**config.mk**
```make
export PLATFORM = sky130hd
export DESIGN_NAME = xadc_conv_seq
export DESIGN_NICKNAME = d
export VERILOG_FILES = /design/src/rtl/xadc_model_pkg.sv /design/src/rtl/xadc_conv_seq.sv
export SDC_FILE = /design/constraint.sdc
export NUM_CORES = 1
export LEC_CHECK = 0
export BUFFER_PORTS_ARGS = -buffer_cell sky130_fd_sc_hd__buf_2
export CAP_MARGIN = 20
export CELL_PAD_IN_SITES_DETAIL_PLACEMENT = 0
export CELL_PAD_IN_SITES_GLOBAL_PLACEMENT = 1
export CORE_MARGIN = 4
export CORE_UTILIZATION = 35
export CTS_CLUSTER_SIZE = 16
export DETAILED_ROUTE_END_ITERATION = 7
export GPL_TIMING_DRIVEN = 0
export PLACE_DENSITY_LB_ADDON = 0.15
export SLEW_MARGIN = 20
export SYNTH_ARGS = -nofsm -noshare
export SYNTH_HDL_FRONTEND = slang
export SYNTH_SLANG_ARGS = --single-unit
```
**constraint.sdc**
```tcl
create_clock -name clk -period 2.2 [get_ports clk]
set_input_delay 0.22 -clock clk [delete_from_list [all_inputs] [get_ports clk]]
set_output_delay 0.22 -clock clk [all_outputs]
set_load 0.05 [all_outputs]
```
**src/rtl/xadc_model_pkg.sv**
```systemverilog
`default_nettype none
// +----------------------------------------------------------------------------+
// | Package     : xadc_model_pkg                                               |
// | Description : Shared types and constants for the XADC DRP behavioural      |
// |               model: FSM state encodings, the status/config address        |
// |               boundary and the sample counter width.                       |
// | Revision    : 1.0 - initial release                                        |
// +----------------------------------------------------------------------------+
package xadc_model_pkg;

  typedef enum logic {
    DRP_IDLE = 1'b0,
    DRP_PEND = 1'b1
  } drp_state_t;

  typedef enum logic {
    SEQ_CONV = 1'b0,
    SEQ_EOC  = 1'b1
  } seq_state_t;

  // Addresses below this are status registers, at or above are config.
  localparam logic [6:0] CFG_BASE_ADDR = 7'h40;

  // Width of the running sample counter stored in each result register.
  localparam int SAMPLE_W = 12;

  // A conversion result is the sample count left-justified in 16 bits.
  function automatic logic [15:0] sample_word(input logic [SAMPLE_W-1:0] cnt);
    return {cnt, 4'h0};
  endfunction

endpackage
`default_nettype wire

```
**src/rtl/xadc_conv_seq.sv**
```systemverilog
`default_nettype none
// +----------------------------------------------------------------------------+
// | Module      : xadc_conv_seq                                                |
// | Description : Free-running conversion sequencer. Alternates a CONV phase   |
// |               (busy high for CONV_CYCLES cycles) with a one-cycle EOC      |
// |               phase that publishes the result for the current channel.     |
// | Revision    : 1.0 - initial release                                        |
// |                                                                            |
// | Ports                                                                      |
// |   clk         in   clock, rising edge                                      |
// |   rst_n       in   asynchronous active-low reset                           |
// |   busy        out  conversion in progress                                  |
// |   eoc         out  one-cycle end-of-conversion pulse                       |
// |   eos         out  one-cycle end-of-sequence pulse (with eoc, last ch)     |
// |   channel     out  channel of the latest completed conversion              |
// |   commit_en   out  result write strobe (valid during the EOC cycle)        |
// |   commit_addr out  register address of the result                          |
// |   commit_data out  result value                                            |
// +----------------------------------------------------------------------------+
module xadc_conv_seq #(
  parameter int CONV_CYCLES = 26,
  parameter int NUM_CH      = 4
) (
  input  logic        clk,
  input  logic        rst_n,
  output logic        busy,
  output logic        eoc,
  output logic        eos,
  output logic [4:0]  channel,
  output logic        commit_en,
  output logic [6:0]  commit_addr,
  output logic [15:0] commit_data
);
  import xadc_model_pkg::*;

  localparam logic [7:0] CONV_LAST = 8'(CONV_CYCLES);
  localparam logic [4:0] IDX_LAST  = 5'(NUM_CH - 1);

  seq_state_t          state_q, state_d;
  logic [7:0]          cnt_q, cnt_d;
  logic                busy_q, busy_d;
  logic [4:0]          idx_q, idx_d;
  logic [4:0]          chan_q, chan_d;
  logic [SAMPLE_W-1:0] smp_q, smp_d;

  // busy is registered so it stays low through reset and rises on the first
  // clock edge after release; cnt counts the busy cycles already issued.
  always_comb begin
    state_d = state_q;
    cnt_d   = cnt_q;
    busy_d  = busy_q;
    idx_d   = idx_q;
    chan_d  = chan_q;
    smp_d   = smp_q;
    case (state_q)
      SEQ_CONV: begin
        if (cnt_q == CONV_LAST) begin
          state_d = SEQ_EOC;
          busy_d  = 1'b0;
          cnt_d   = 8'd0;
          chan_d  = idx_q;
        end else begin
          busy_d  = 1'b1;
          cnt_d   = cnt_q + 8'd1;
        end
      end
      SEQ_EOC: begin
        // Leaving EOC starts the next conversion, so this edge is busy cycle 1.
        state_d = SEQ_CONV;
        busy_d  = 1'b1;
        cnt_d   = 8'd1;
        smp_d   = smp_q + SAMPLE_W'(1);
        idx_d   = (idx_q == IDX_LAST) ? 5'd0 : idx_q + 5'd1;
      end
      default: state_d = SEQ_CONV;
    endcase
  end

  always_ff @(posedge clk or negedge rst_n) begin
    if (!rst_n) begin
      state_q <= SEQ_CONV;
      cnt_q   <= 8'd0;
      busy_q  <= 1'b0;
      idx_q   <= 5'd0;
      chan_q  <= 5'd0;
      smp_q   <= '0;
    end else begin
      state_q <= state_d;
      cnt_q   <= cnt_d;
      busy_q  <= busy_d;
      idx_q   <= idx_d;
      chan_q  <= chan_d;
      smp_q   <= smp_d;
    end
  end

  assign busy        = busy_q;
  assign eoc         = (state_q == SEQ_EOC);
  assign eos         = eoc && (idx_q == IDX_LAST);
  assign channel     = chan_q;
  assign commit_en   = eoc;
  assign commit_addr = {2'b00, idx_q};
  assign commit_data = sample_word(smp_q);

endmodule
`default_nettype wire

```
=== Word-level counts from Yosys, hierarchy flattened ===
Cells that the tools add are included.

* Add/sub/neg operators: 3
* Equal/unequal tests: 2
* Muxes and demuxes: 7
* Bitwise logic cells: 1
* Reductions and logical operators: 2

{| class="wikitable"
|+ Operators by type and width
! kind !! number
|-
| 8-bit case mux with 2 select lines || 1
|-
| 12-bit by 1-bit adder with 12-bit output, second input constant || 1
|-
| 8-bit by 1-bit adder with 8-bit output, second input constant || 1
|-
| 8-bit by 5-bit equality test with 1-bit output, second input constant || 1
|-
| 8-bit two-way mux || 1
|-
| 5-bit by 1-bit adder with 5-bit output, second input constant || 1
|-
| 5-bit by 2-bit equality test with 1-bit output, second input constant || 1
|-
| 5-bit two-way mux || 1
|-
| 1-bit case mux with 2 select lines || 2
|-
| 1-bit two-way mux || 2
|-
| 2-bit AND reduction || 1
|-
| 1-bit logical AND || 1
|-
| 1-bit NOT || 1
|}

* Register bits: 32
* Input port bits: 2
* Output and inout port bits: 32
* Logic and storage cells: 21

=== Logic depth before layout (Yosys ltp) ===
* Depth in word-level cells: 3
* Gate-level depth with buffers: 5
* Depth with buffers taken out: 5

=== Least setup slack after synthesis ===
OpenSTA, ideal clock, no wires.

* Kind: register to output
* Start: register idx_q[0]
* End: output eos
* Arrival: 2.493 ns
* Data required time: 1.980 ns
* Path slack: -0.513 ns
* Stages on the path, launching flop included: 4
* Path buffers: 0
* Cells stage by stage: dfrtp_1 > ha_1 > nand2_1 > nor4_1

* Cells in the longest elaborated chain, start to end: 2

{| class="wikitable"
|+ Ends and longest elaborated chain
! item !! RTL line !! RTL
|-
| start, declared || xadc_conv_seq.sv:42 || <nowiki>logic [4:0] idx_q, idx_d;</nowiki>
|-
| start signal, assigned || xadc_conv_seq.sv:91 || <nowiki>idx_q <= idx_d;</nowiki>
|-
| 5-bit by 2-bit equality test with 1-bit output || xadc_conv_seq.sv:99 || <nowiki>assign eos = eoc && (idx_q == IDX_LAST);</nowiki>
|-
| 1-bit logical AND || xadc_conv_seq.sv:99 ||
|-
| end, declared || xadc_conv_seq.sv:28 || <nowiki>output logic eos,</nowiki>
|}

Every way passes these cells.

=== Worst setup path after layout ===
* Start: register cnt_q[0]
* End: register chan_q[1] (netlist: channel[1])

* Cells in the longest elaborated chain, start to end: 2

{| class="wikitable"
|+ Ends and longest elaborated chain
! item !! RTL line !! RTL
|-
| start, declared || xadc_conv_seq.sv:40 || <nowiki>logic [7:0] cnt_q, cnt_d;</nowiki>
|-
| start signal, assigned || xadc_conv_seq.sv:89 || <nowiki>cnt_q <= cnt_d;</nowiki>
|-
| 8-bit by 5-bit equality test with 1-bit output || xadc_conv_seq.sv:57 || <nowiki>if (cnt_q == CONV_LAST) begin</nowiki>
|-
| 2-bit AND reduction (no source line) || n/a ||
|-
| end signal, assigned || xadc_conv_seq.sv:92 || <nowiki>chan_q <= chan_d;</nowiki>
|-
| end, declared || xadc_conv_seq.sv:43 || <nowiki>logic [4:0] chan_q, chan_d;</nowiki>
|}

Every way passes these cells.
A chain may end at the register's enable or synchronous reset.

==> impl.org <==
** Outcome
- Run status :: finished with violations
- The final reports fail on negative hold slack.

** Worst setup path
- Max FO, Critical Path :: 7
- Req. time, crit path :: 2.37 ns
- STA classifies the critical path startpoint as a flip-flop.
- Depth of the worst register-to-register path :: 5
- Timing startpoint of the critical path :: cnt_q[0]
- Critical path type :: reg2reg
- Capturing element type of the critical path :: flip-flop
- Worst reg2reg setup slack :: 0.34 ns
- Crit Reg-Reg Endpoint :: channel[1]
- Crit Reg-Reg Startpoint :: cnt_q[0]
- At the worst endpoint, the arrival time is 2.03 ns.

** Layout
- Once layout is complete, the utilization of the core stands at 45.4%.
- Fraction of layout instances using a drive strength above 1 :: 30.1%
- Seq. cell area :: 801 um^2
- Multi-input gate area in the final layout :: 653 um^2
- After the last flow step, the layout net total stands at 178.
- Relative to the synthesized area, the layout overhead comes to 23.2%.
- Fill count :: 400
- 0 antenna diodes ended up in the layout.

** Synth
- Synthesis produced a netlist whose cell count is 133.
- Number of synthesized flops with an enable pin :: 0
- The average instance in the mapped netlist occupies 11.3 um^2.
- In this run, distinct cell masters in the synthesized netlist total 32.
- Fraction of post-synthesis cell area in the top cell type by area :: 53.1%
- Main area contributors after synthesis :: sky130_fd_sc_hd__dfrtp_1 53%, sky130_fd_sc_hd__mux2_2 5.2%, sky130_fd_sc_hd__xor2_1 4.6%
- The largest total area in the synthesized netlist belongs to sky130_fd_sc_hd__dfrtp_1.
- Flop and latch count out of synthesis :: 32
- During synthesis, Yosys emitted a total of 0 warnings.
- After synthesis, the share of flip-flops with an asynchronous set or reset is 100%.
- In the synthesized netlist the dominant register cell turns out to be sky130_fd_sc_hd__dfrtp_1.
- The cell area that synthesis handed to floorplanning was 1510 um^2.
- Sequential elements use 53.1% of the synthesized area.

** Power and ir drop
- Tot Pwr :: 1.25 mW
- Worst IR drop on VDD :: 411 uV
- Static Leak :: 0.930 nW
- Power density relative to cell area :: 673 nW/um^2

** Placed design
- Routability-driven placement finished with a final weighted congestion of 0.726.
- DP Wirelength :: 2040 um
- Port buffering added 27 buffers.

** Clock tree
- Bufs on Longest Clock Path :: 2
- TritonCTS built the clock tree.
- Clock root cell :: sky130_fd_sc_hd__clkbuf_8
- H-tree lvl count :: 2
- Worst-skew pair later-pin latency :: 0.28 ns
- Counting every sink on the clock net gives 32.
- Setup bufs post-CTS :: 0
- For this design, the CTS-stage hold fixing added 0 buffers.
- Total clock buffers created by CTS :: 5
- Count of cells resized by post-cts repair :: 0
- After clock tree synthesis, the clock-pin slew on the worst setup and hold paths is 0.07 ns.

** Global route
- For this run the aggregate overflow at the end of global routing stands at 0.
- Entering global routing, the biggest net connects 33 pins.
- Global-route wire length before repair :: 5010 um
- GRT Resource Usage Total :: 12.1%
- Initial antenna violation count :: 0
- The number of global-route vias before repair came to 1060.

** STA
- The final count of hold timing violations came to 32.
- The final max-slew violation count is 0.
- Summed over all failing endpoints, the final setup total negative slack is 0 ns.
- The clock period could shrink to 1.86 ns.
- Least-Margin Pin Slew :: 0.699 ns
- Largest clock skew in the final design :: 0.00732 ns
- Headroom to the max-slew limit :: 53.0%
- # setup viols final :: 0
- Max Clk Rate :: 0.538 GHz
- On the final layout, the worst hold slack is -0.0205 ns.
- Final period utilization :: 84.6%
- Setup repair after global routing left no endpoint under its margin.

** Floorplanning
- The floorplan has 23 rows.
- Initial standard-cell utilization of the core :: 36.9%
- Core Footprint :: 4090 um^2
- Number of top-level pins :: 34
- Area enclosed by the die boundary :: 5420 um^2
- Height of the die :: 73.6 um
- The die is 73.6 um wide.

** Route
- For this block, the routed nets add up to 2880 um of wire.
- Vias after detailed routing :: 1057
- After detailed routing, the number of remaining DRC violations is 0.
- Remaining number of nets flagged by the antenna check after routing :: 0
- Dividing the detail-routed wire length by the instance count gives 12.9 um.
- Using the TritonRoute via totals, the vias-per-cell ratio works out to 4.74.
- Detailed router's first-iteration violation count :: 37
- The first detailed-routing pass ran for 4 iterations.

** Hold path
- The tightest min-delay check is of the in2async type.

** Run
- Max-cap violations :: 0
-- through the flow --
stage | instance area (um^2) | std cells | hold slack, ns | setup WS (ns)
floorplan | 1530 | 138 | -0.0756 | 0.0680
global placement | 1730 | 215 | 0.320 | 0.305
detailed placement | 1730 | 215 | 0.317 | 0.298
CTS | 1860 | 223 | 0.0118 | 0.303
global route | 1860 | 223 | 0.0338 | 0.223
finish | 1860 | 223 | -0.0205 | 0.340
-- final cells by class --
class	count	area share, %
Multi-Input combinational cell	92	35.2
Clock buffer	7	5.19
Clock inverter	1	1.62
Sequential cell	32	43.1
Tap cell	50	3.37
Timing Repair Buffer	27	7.28
Inverter	4	0.809
Buffer	10	3.44
-- synth_stat cells (2+ instances only) --
cell type	count
sky130_fd_sc_hd__clkbuf_1	3
sky130_fd_sc_hd__nand2_1	8
sky130_fd_sc_hd__buf_4	7
sky130_fd_sc_hd__nor4_1	2
sky130_fd_sc_hd__o21ai_0	6
sky130_fd_sc_hd__dfrtp_1	32
sky130_fd_sc_hd__inv_1	4
sky130_fd_sc_hd__nor2_1	7
sky130_fd_sc_hd__a31oi_1	2
sky130_fd_sc_hd__mux2_2	7
sky130_fd_sc_hd__a21oi_1	4
sky130_fd_sc_hd__nand4_1	6
sky130_fd_sc_hd__ha_1	4
sky130_fd_sc_hd__xor2_1	8
sky130_fd_sc_hd__or3_1	3
sky130_fd_sc_hd__xnor2_1	6
sky130_fd_sc_hd__nand3_1	5
sky130_fd_sc_hd__nor3_1	5
-- worst max-delay path, cell delays in order (launching register included) --
cell	delay (ns)
sky130_fd_sc_hd__dfrtp_1	0.44
sky130_fd_sc_hd__inv_1	0.08
sky130_fd_sc_hd__ha_1	0.19
sky130_fd_sc_hd__nand4bb_4	0.17
sky130_fd_sc_hd__nor4_4	0.48
sky130_fd_sc_hd__mux2_2	0.39
-- placed cells by master, fill, tap and decap left out, types with 5 or more instances in the layout --
| cell | count |
|---|---|
| sky130_fd_sc_hd__conb_1 | 6 |
| sky130_fd_sc_hd__xor2_1 | 8 |
| sky130_fd_sc_hd__nand3_1 | 5 |
| sky130_fd_sc_hd__buf_4 | 7 |
| sky130_fd_sc_hd__nand2_1 | 8 |
| sky130_fd_sc_hd__dfrtp_1 | 32 |
| sky130_fd_sc_hd__o21ai_0 | 6 |
| sky130_fd_sc_hd__xnor2_1 | 6 |
| sky130_fd_sc_hd__nand4_1 | 6 |
| sky130_fd_sc_hd__nor3_1 | 5 |
| sky130_fd_sc_hd__buf_2 | 27 |
| sky130_fd_sc_hd__nor2_1 | 7 |
| sky130_fd_sc_hd__clkbuf_8 | 7 |
| sky130_fd_sc_hd__mux2_2 | 7 |
-- cell families (layout without fill, tap and decap cells) --
| kind of cell | after synthesis | after routing | synth area share, % |
|---|---|---|---|
| mux | 7 | 7 | 5.23 |
| buf+inv | 14 | 49 | 5.23 |
| xor+xnor | 14 | 14 | 8.13 |
| fa+ha+maj | 4 | 4 | 3.32 |
| compound gates | 17 | 17 | 6.72 |
| other cells | 1 | 6 | 0.249 |
| simple gates | 44 | 44 | 18.0 |
| flops | 32 | 32 | 53.1 |
-- where the power goes --
| part | internal [mW] | switching (mW) |
|---|---|---|
| registers | 0.588 | 0 |
| clock network | 0.400 | 0.220 |
| logic | 0.00795 | 0.0345 |
| total | 0.996 | 0.254 |
-- registers in the layout (all words and copies together), names as in the netlist --
register / count
idx_q: 5
commit_en: 1
smp_q: 12
busy: 1
cnt_q: 8
channel: 5
-- worst max-delay path by stage --
| stage | to | slack [ns] | cells after the start |
|---|---|---|---|
| 2_1_floorplan | eos | 0.07 | 3 |
| 3_3_place_gp | channel[2] | 0.31 | 5 |
| 3_5_place_dp | channel[1] | 0.30 | 5 |
| 4_1_cts | channel[1] | 0.30 | 5 |
| 5_1_grt | channel[1] | 0.22 | 5 |
| 6_report | channel[1] | 0.34 | 5 |
-- per-layer routing --
| metal | global-route usage, % | vias up | wire [um] |
|---|---|---|---|
| met1 | 15.4 | 490 | 1300 |
| met2 | 18.6 | 31 | 1310 |
| met5 | 0 | - | 0 |
| li1 | - | 530 | - |
| met3 | 5.06 | 6 | 235 |
| met4 | 3.62 | 0 | 38 |
Power figures use the tool's default switching activity.
